[config.mk]
export PLATFORM = sky130hd
export DESIGN_NAME = branch_resolver
export DESIGN_NICKNAME = d
export VERILOG_FILES = /design/src/rtl/branch_resolver_pkg.sv /design/src/rtl/branch_resolver_cond_eval.sv /design/src/rtl/branch_resolver.sv
export SDC_FILE = /design/constraint.sdc
export NUM_CORES = 1
export LEC_CHECK = 0
export ABC_CLOCK_PERIOD_IN_PS = 5470
export CAP_MARGIN = 15
export CELL_PAD_IN_SITES_DETAIL_PLACEMENT = 1
export CELL_PAD_IN_SITES_GLOBAL_PLACEMENT = 2
export CORE_UTILIZATION = 33
export DETAILED_ROUTE_END_ITERATION = 10
export PLACE_DENSITY_LB_ADDON = 0.1
export RECOVER_POWER = 25
export SLEW_MARGIN = 40
export SYNTH_ARGS = -nofsm -noshare
export SYNTH_HDL_FRONTEND = slang
export SYNTH_SLANG_ARGS = --single-unit
[constraint.sdc]
create_clock -name clk -period 5.47 [get_ports clk]
set_input_delay 1.641 -clock clk [delete_from_list [all_inputs] [get_ports clk]]
set_output_delay 1.641 -clock clk [all_outputs]
set_load 0.05 [all_outputs]
[src/rtl/branch_resolver_pkg.sv]
// Shared processor definitions: condition codes, ALU flag bit positions and
// the branch resolver state encoding.
package branch_resolver_pkg;

  localparam logic [2:0] COND_BE  = 3'b000;
  localparam logic [2:0] COND_BLT = 3'b001;
  localparam logic [2:0] COND_BLE = 3'b010;
  localparam logic [2:0] COND_BNE = 3'b011;
  localparam logic [2:0] COND_B   = 3'b100;

  localparam int FLAG_S = 3;
  localparam int FLAG_Z = 2;
  localparam int FLAG_C = 1;
  localparam int FLAG_V = 0;

  typedef enum logic [1:0] {
    IDLE  = 2'd0,
    EVAL  = 2'd1,
    REDIR = 2'd2
  } br_state_t;

endpackage

[src/rtl/branch_resolver_cond_eval.sv]
// Combinational branch condition decode against an {S,Z,C,V} flag vector.
module cond_eval
  import branch_resolver_pkg::*;
(
  input  logic [2:0] cond,
  input  logic [3:0] szcv,
  output logic       taken
);

  // Carry is not consumed by any current condition code.
  logic unused_carry;
  assign unused_carry = szcv[FLAG_C];

  always_comb begin
    taken = 1'b0;
    case (cond)
      COND_BE:  taken = szcv[FLAG_Z];
      COND_BLT: taken = szcv[FLAG_S] ^ szcv[FLAG_V];
      COND_BLE: taken = szcv[FLAG_Z] | (szcv[FLAG_S] ^ szcv[FLAG_V]);
      COND_BNE: taken = ~szcv[FLAG_Z];
      COND_B:   taken = 1'b1;
      default:  taken = 1'b0;
    endcase
  end

endmodule

[src/rtl/branch_resolver.sv]
// Resolves one conditional PC-relative branch at a time: latch request,
// evaluate flags, then either pulse not_taken or hold a redirect until acked.
module branch_resolver
  import branch_resolver_pkg::*;
#(
  parameter int PC_W   = 16,
  parameter int DISP_W = 8
) (
  input  logic                     clk,
  input  logic                     rst_n,
  input  logic                     flag_we,
  input  logic [3:0]               szcv_in,
  input  logic                     br_valid,
  output logic                     br_ready,
  input  logic [2:0]               br_cond,
  input  logic signed [DISP_W-1:0] br_disp,
  input  logic [PC_W-1:0]          br_pc,
  output logic                     redirect,
  input  logic                     redirect_ack,
  output logic [PC_W-1:0]          target_pc,
  output logic                     not_taken,
  output logic [3:0]               flags,
  output logic [15:0]              taken_cnt
);

  br_state_t                state_q;
  logic                     ready_q;
  logic                     redirect_q;
  logic [3:0]               flags_q;
  logic [15:0]              cnt_q;
  logic [15:0]              cnt_d;
  logic [PC_W-1:0]          target_q;
  logic [PC_W-1:0]          target_d;
  logic [2:0]               cond_q;
  logic signed [DISP_W-1:0] disp_q;
  logic [PC_W-1:0]          pc_q;
  logic signed [PC_W-1:0]   disp_ext;
  logic                     taken;

  cond_eval u_cond_eval (
    .cond  (cond_q),
    .szcv  (flags_q),
    .taken (taken)
  );

  // Target wraps modulo 2^PC_W; no overflow detection is wanted.
  assign disp_ext = {{(PC_W-DISP_W){disp_q[DISP_W-1]}}, disp_q};
  assign target_d = pc_q + PC_W'(1) + disp_ext;
  assign cnt_d    = (cnt_q == 16'hFFFF) ? cnt_q : cnt_q + 16'd1;

  // Request payload carries no reset; it is only consumed after a transfer.
  always_ff @(posedge clk) begin
    if (state_q == IDLE && br_valid) begin
      cond_q <= br_cond;
      disp_q <= br_disp;
      pc_q   <= br_pc;
    end
  end

  always_ff @(posedge clk) begin
    if (!rst_n) begin
      state_q    <= IDLE;
      ready_q    <= 1'b1;
      redirect_q <= 1'b0;
      flags_q    <= 4'd0;
      cnt_q      <= 16'd0;
      target_q   <= '0;
    end else begin
      if (flag_we) flags_q <= szcv_in;
      case (state_q)
        IDLE: begin
          if (br_valid) begin
            state_q <= EVAL;
            ready_q <= 1'b0;
          end
        end
        EVAL: begin
          if (taken) begin
            state_q    <= REDIR;
            target_q   <= target_d;
            cnt_q      <= cnt_d;
            redirect_q <= 1'b1;
          end else begin
            state_q <= IDLE;
            ready_q <= 1'b1;
          end
        end
        REDIR: begin
          if (redirect_ack) begin
            state_q    <= IDLE;
            redirect_q <= 1'b0;
            ready_q    <= 1'b1;
          end
        end
        default: begin
          state_q    <= IDLE;
          ready_q    <= 1'b1;
          redirect_q <= 1'b0;
        end
      endcase
    end
  end

  assign br_ready  = ready_q;
  assign redirect  = redirect_q;
  assign target_pc = target_q;
  assign not_taken = (state_q == EVAL) && !taken;
  assign flags     = flags_q;
  assign taken_cnt = cnt_q;

endmodule
==> results.json, run 1 <==
{
  "tns_ns": 0,
  "rsz0062_at_grt": "false",
  "ys_seq_area_share_pct": 48.7,
  "skew_ns": 0.00923,
  "diodes": 0,
  "slew_headroom_pct": 45.0,
  "finalHoldViolCount": 0,
  "grt_max_degree": 33,
  "status": "completed",
  "ctsHoldBuffers": 0,
  "io_buffers": 74,
  "worstPathArrival_ns": 2.49,
  "finalWirelength_um": 7520,
  "reg2reg_to": "taken_cnt[15]$_SDFFE_PN0P_",
  "yosysTopAreaCellShare_pct": 24.5,
  "hold_slack_ns": 0.463,
  "total_power_mw": 1.24,
  "grt_usage_pct": 15.5,
  "p_leak_nw": 1.56,
  "criticalPathCategory": "reg2out",
  "ys_types": 51,
  "finalSetupViolCount": 0,
  "final_cells": 545,
  "worst_pin_slew_ns": 0.825,
  "ys.flop_type": "dfxtp_1",
  "fin_area_sq_mm": 0.00440,
  "rows": 36,
  "pre_cts_ws_ns": 1.72,
  "synth_fp_nets": 387,
  "start_kind": "register",
  "htreeDepth": 3,
  "synth_edf_count": 27,
  "min_path_cells": 2,
  "finalCoreUtilization_pct": 45.2,
  "globalRouteOverflowTotal": 0,
  "gp_congestion": 0.831,
  "io_pins": 75,
  "design.core.area_sq_mm": 0.00973,
  "vias": 2683,
  "drt_first_iter_violations": 44,
  "yosys_warnings": 0,
  "antenna_found_initial": 0,
  "synth_largest_area_cell": "edfxtp_1",
  "die_h_um": 102,
  "setup_ws_ns": 1.34,
  "netlist_area_sq_mm": 0.00331,
  "cts_resized": 0,
  "drc_errors": 0,
  "grt_pass1_wl_um": 12500,
  "drtAntennaViolNets": 0,
  "fin_crit_sh_pct": 75.5,
  "grt_pass1_vias": 2673,
  "wl_per_cell_um": 13.8,
  "hpwl_um": 5570,
  "insertion_delay_ns": 0.34,
  "reg2reg_slack_ns": 3.07,
  "crit_path_start": "cond_q[2]$_DFFE_PP_",
  "syn_area_per_cell_sq_um": 9.90,
  "hp-class": "reg2reg",
  "yosysMostFrequentCell": "dfxtp_1",
  "avgViaCountPerCell": 4.92,
  "cts_tree": "built",
  "areaGrowthSynthToFinish_pct": 33.0,
  "ys_ff_latch": 67,
  "drtPass1Iterations": 4,
  "hold_end": "target_pc[3]$_SDFFE_PN0P_",
  "cts-buffers-inserted": 9,
  "r2r_cells": 6,
  "fill_cells": 1135,
  "cts-root-buf": "clkbuf_8",
  "final_layout_size_suffix_gt1_share_pct": 7.77,
  "p_per_area_mw_per_mm2": 283,
  "drv_slew": 0,
  "nNetsFinal": 460,
  "synth_area_leaders": "edfxtp_1, dfxtp_1, ha_1, xnor2_1, nor2_1",
  "placed_area_sq_mm": 0.00418,
  "worstReg2RegStart": "cond_q[1]$_DFFE_PP_",
  "syn_inst": 334,
  "max_clock_freq_mhz": 242,
  "synthTopCellsByCount": "dfxtp_1, nor2_1, nand2_1",
  "placed_cells": 529,
  "cp-end-kind": "primary output",
  "clkTransAtPathRegs_ns": 0.08,
  "min-delay-start": "target_pc[3]$_SDFFE_PN0P_",
  "synth-async-reset-ratio_pct": 0,
  "die_area_sq_mm": 0.0104,
  "cts_sinks": 67,
  "dieWidth_um": 102,
  "cap_violations": 0,
  "critPathRequiredTime_ns": 3.83,
  "cts_setup_buffers": 0,
  "cp_max_fo": 3,
  "ir_drop_v": 0.000133,
  "initial_core_util_pct": 34.0,
  "clock_path_buffers": 2,
  "period_needed_ns": 4.13
}
==> registers in the layout, indices dropped and copies added, names as in the netlist <==
signal and flops:
pc_q 16, taken_cnt 16, target_pc 16, disp_q 8, flags 4, cond_q 3
state_q 2, br_ready 1, redirect 1
==> layout make-up <==
class	count	area (sq um)	share of cell area [%]
clock buffers	11	163	3.70
well taps	133	166	3.78
clock inverters	5	65.1	1.48
multi-input cells	242	1600	36.3
repair buffers	77	759	17.3
inverters	10	37.5	0.853
flip-flops and latches	67	1610	36.6
==> routing by layer <==
metal | track usage (%) | share of wire, %
met1 | 18.9 | 46
met2 | 26.8 | 50
met3 | 3.42 | 3.5
met4 | 5.27 | 1.0
met5 | 0 | 0
==> worst max-delay path by stage <==
stage               cells after the start                  end
floorplan                               1  cond_q[0]$_DFFE_PP_
global placement                        5            not_taken
CTS                                     5            not_taken
finish                                  5            not_taken
detailed placement                      5            not_taken
global route                            5            not_taken
==> cells by family (layout without fill, tap and decap cells) <==
family | count (synthesis) | count (layout) | share of synthesized area (%)
mux | 5 | 5 | 1.51
simple gates | 131 | 131 | 20.9
flops | 67 | 67 | 48.7
xor+xnor | 24 | 24 | 6.35
fa+ha+maj | 17 | 17 | 6.66
buf+inv | 25 | 103 | 3.37
compound gates | 65 | 65 | 12.5
==> worst max-delay path, cell delays in order (launching register included) <==
cell,delay (ns)
edfxtp_1,0.41
or3_1,0.38
a21oi_1,0.27
nor3_1,0.12
nor2_1,0.15
clkdlybuf4s50_1,0.82
==> cells in the final DEF (no fill, tap or decap), types with 2 or more instances in the layout <==
cell type,count
nor2b_1,2
nor2_1,37
dfxtp_1,40
mux2i_1,5
nand4_1,7
xor2_1,5
o211ai_1,6
or4_1,2
nand2_1,33
dlygate4sd3_1,28
a211oi_1,4
edfxtp_1,27
or3_1,2
nor4_2,4
a2bb2oi_1,2
o21ai_0,9
a31oi_1,5
nor3_1,9
xnor2_1,19
a21oi_1,24
and3_1,2
and2_1,3
buf_4,2
o21ba_2,2
clkinv_4,2
o21a_1,2
nand3_1,15
nor4b_2,2
clkdlybuf4s50_1,46
a21o_1,3
nand2b_1,4
ha_1,16
inv_1,9
clkbuf_8,10
inv_6,2
==> where the power goes <==
group | leakage, nW | switching [mW] | internal, mW
logic | 0.861 | 0.133 | 0.0902
registers | 0.584 | 0.0136 | 0.546
clock network | 0.116 | 0.207 | 0.256
Power figures use the tool's default switching activity.
==> inputs of run 2 (changes only) <==
ABC_CLOCK_PERIOD_IN_PS = 3750   (was 5470)
CORE_UTILIZATION = 28   (was 33)
clock period = 3.75 ns   (was 5.47 ns; I/O delays follow)
==> results.json, run 2 (same netlist as run 1, synthesis figures left out) <==
{
  "ctsHoldBuffers": 0,
  "hp-class": "reg2reg",
  "vias": 2666,
  "clock_path_buffers": 2,
  "io_buffers": 74,
  "finalHoldViolCount": 0,
  "rsz0062_at_grt": "false",
  "cp_max_fo": 3,
  "areaGrowthSynthToFinish_pct": 34.6,
  "placed_area_sq_mm": 0.00420,
  "nNetsFinal": 461,
  "globalRouteOverflowTotal": 0,
  "cp_slowest_stage_delay_ns": 0.81,
  "crit_slowest_cell": "clkdlybuf4s50_1",
  "cts_setup_buffers": 0,
  "die_area_sq_mm": 0.0123,
  "cts_sinks": 67,
  "worst_pin_slew_ns": 1.27,
  "drtPass1Iterations": 4,
  "io_pins": 75,
  "critPathRequiredTime_ns": 2.62,
  "grt_max_degree": 33,
  "initial_core_util_pct": 28.8,
  "p_leak_nw": 1.58,
  "skew_ns": 0.00625,
  "p_per_area_mw_per_mm2": 430,
  "drc_errors": 0,
  "final_cell_mix": "clkdlybuf4s50_1, dfxtp_1, nor2_1, nand2_1, dlygate4sd3_1",
  "cts_resized": 0,
  "final_layout_size_suffix_gt1_share_pct": 6.54,
  "path_buf_inv": 1,
  "path_delay_family": "buffers and inverters",
  "design.core.area_sq_mm": 0.0115,
  "cts-buffers-inserted": 9,
  "fin_crit_sh_pct": 95.5,
  "antenna_found_initial": 0,
  "total_power_mw": 1.91,
  "status": "completed",
  "avgViaCountPerCell": 4.79,
  "htreeDepth": 3,
  "diodes": 0,
  "max_clock_freq_mhz": 279,
  "fill_cells": 1310,
  "grt_usage_pct": 13.8,
  "gp_congestion": 0.764,
  "fin_area_sq_mm": 0.00445,
  "worstPathArrival_ns": 2.46,
  "worstPathCellList": "or3_1 > a21oi_1 > nor3_1 > nor2_1 > clkdlybuf4s50_1",
  "drv_slew": 0,
  "cts_tree": "built",
  "grt_pass1_wl_um": 13400,
  "cp-end-kind": "primary output",
  "die_h_um": 111,
  "wl_per_cell_um": 14.4,
  "tns_ns": 0,
  "insertion_delay_ns": 0.33,
  "slew_headroom_pct": 15.3,
  "cap_violations": 0,
  "drtAntennaViolNets": 0,
  "clkTransAtPathRegs_ns": 0.05,
  "rows": 39,
  "ir_drop_v": 0.000234,
  "drt_first_iter_violations": 92,
  "criticalPathCategory": "reg2out",
  "period_needed_ns": 3.58,
  "setup_ws_ns": 0.167,
  "grt_pass1_vias": 2743,
  "mostFrequentLayoutCell": "clkdlybuf4s50_1",
  "hpwl_um": 5900,
  "dieWidth_um": 111,
  "pre_cts_ws_ns": 0.495,
  "finalWirelength_um": 8030,
  "cts-root-buf": "clkbuf_16",
  "start_kind": "register",
  "finalSetupViolCount": 0
}
-- run 2: cell types whose count changed in the layout (fill, tap and decap cells not counted), moves of 2 or more --
cell / change
clkbuf_8: -9
clkbuf_1: +3
clkinv_4: -2
clkbuf_16: +8
inv_6: -2
-- run 2: worst paths after layout --
kind / startpoint / endpoint / slack (ns) / depth (start not counted)
setup / recovery: cond_q[2]$_DFFE_PP_ / not_taken / 0.17 / 5
hold / removal: target_pc[1]$_SDFFE_PN0P_ / target_pc[1]$_SDFFE_PN0P_ / 0.47 / 2
setup reg to reg: cond_q[1]$_DFFE_PP_ / taken_cnt[15]$_SDFFE_PN0P_ / 0.96 / 6
hold reg to reg: target_pc[1]$_SDFFE_PN0P_ / target_pc[1]$_SDFFE_PN0P_ / 0.47 / 2
-- run 2: where the power goes --
| group | internal [mW] | total [mW] | leakage [nW] | switching, mW |
|---|---|---|---|---|
| registers | 0.798 | 0.817 | 0.584 | 0.0197 |
| logic | 0.132 | 0.329 | 0.865 | 0.197 |
| clock network | 0.463 | 0.768 | 0.127 | 0.306 |
| total | 1.39 | 1.91 | 1.58 | 0.522 |
-- run 2: area by class of cell --
cell class | count | area [sq um] | area share [%]
flip-flops and latches | 67 | 1610 | 36.2
multi-input cells | 242 | 1590 | 35.8
repair buffers | 78 | 767 | 17.2
clock buffers | 13 | 250 | 5.62
well taps | 143 | 179 | 4.02
inverters | 10 | 37.5 | 0.843
clock inverters | 3 | 16.3 | 0.365
-- run 2: routing by layer --
layer | GRT usage (%) | vias up | share of wire, %
li1 | - | 1348 | -
met1 | 16.5 | 1255 | 44
met2 | 23.5 | 52 | 51
met3 | 3.94 | 11 | 3.7
met4 | 4.62 | 0 | 1.4
met5 | 0 | - | 0
-- run 2: worst reg2reg max path, stage by stage (launching register included) --
cell,delay [ns]
edfxtp_1,0.42
a21oi_1,0.17
nor2b_1,0.09
or4_1,1.09
nor4_2,0.55
and3_1,0.23
mux2i_1,0.18
-- run 2: metrics by stage --
step	hold slack (ns)	cells	utilization, %
after floorplan	0.492	334	-
after global placement	0.457	540	36.6
after detailed placement	0.456	540	36.6
after CTS	0.465	556	38.9
after global routing	0.493	556	38.8
final	0.466	556	38.8
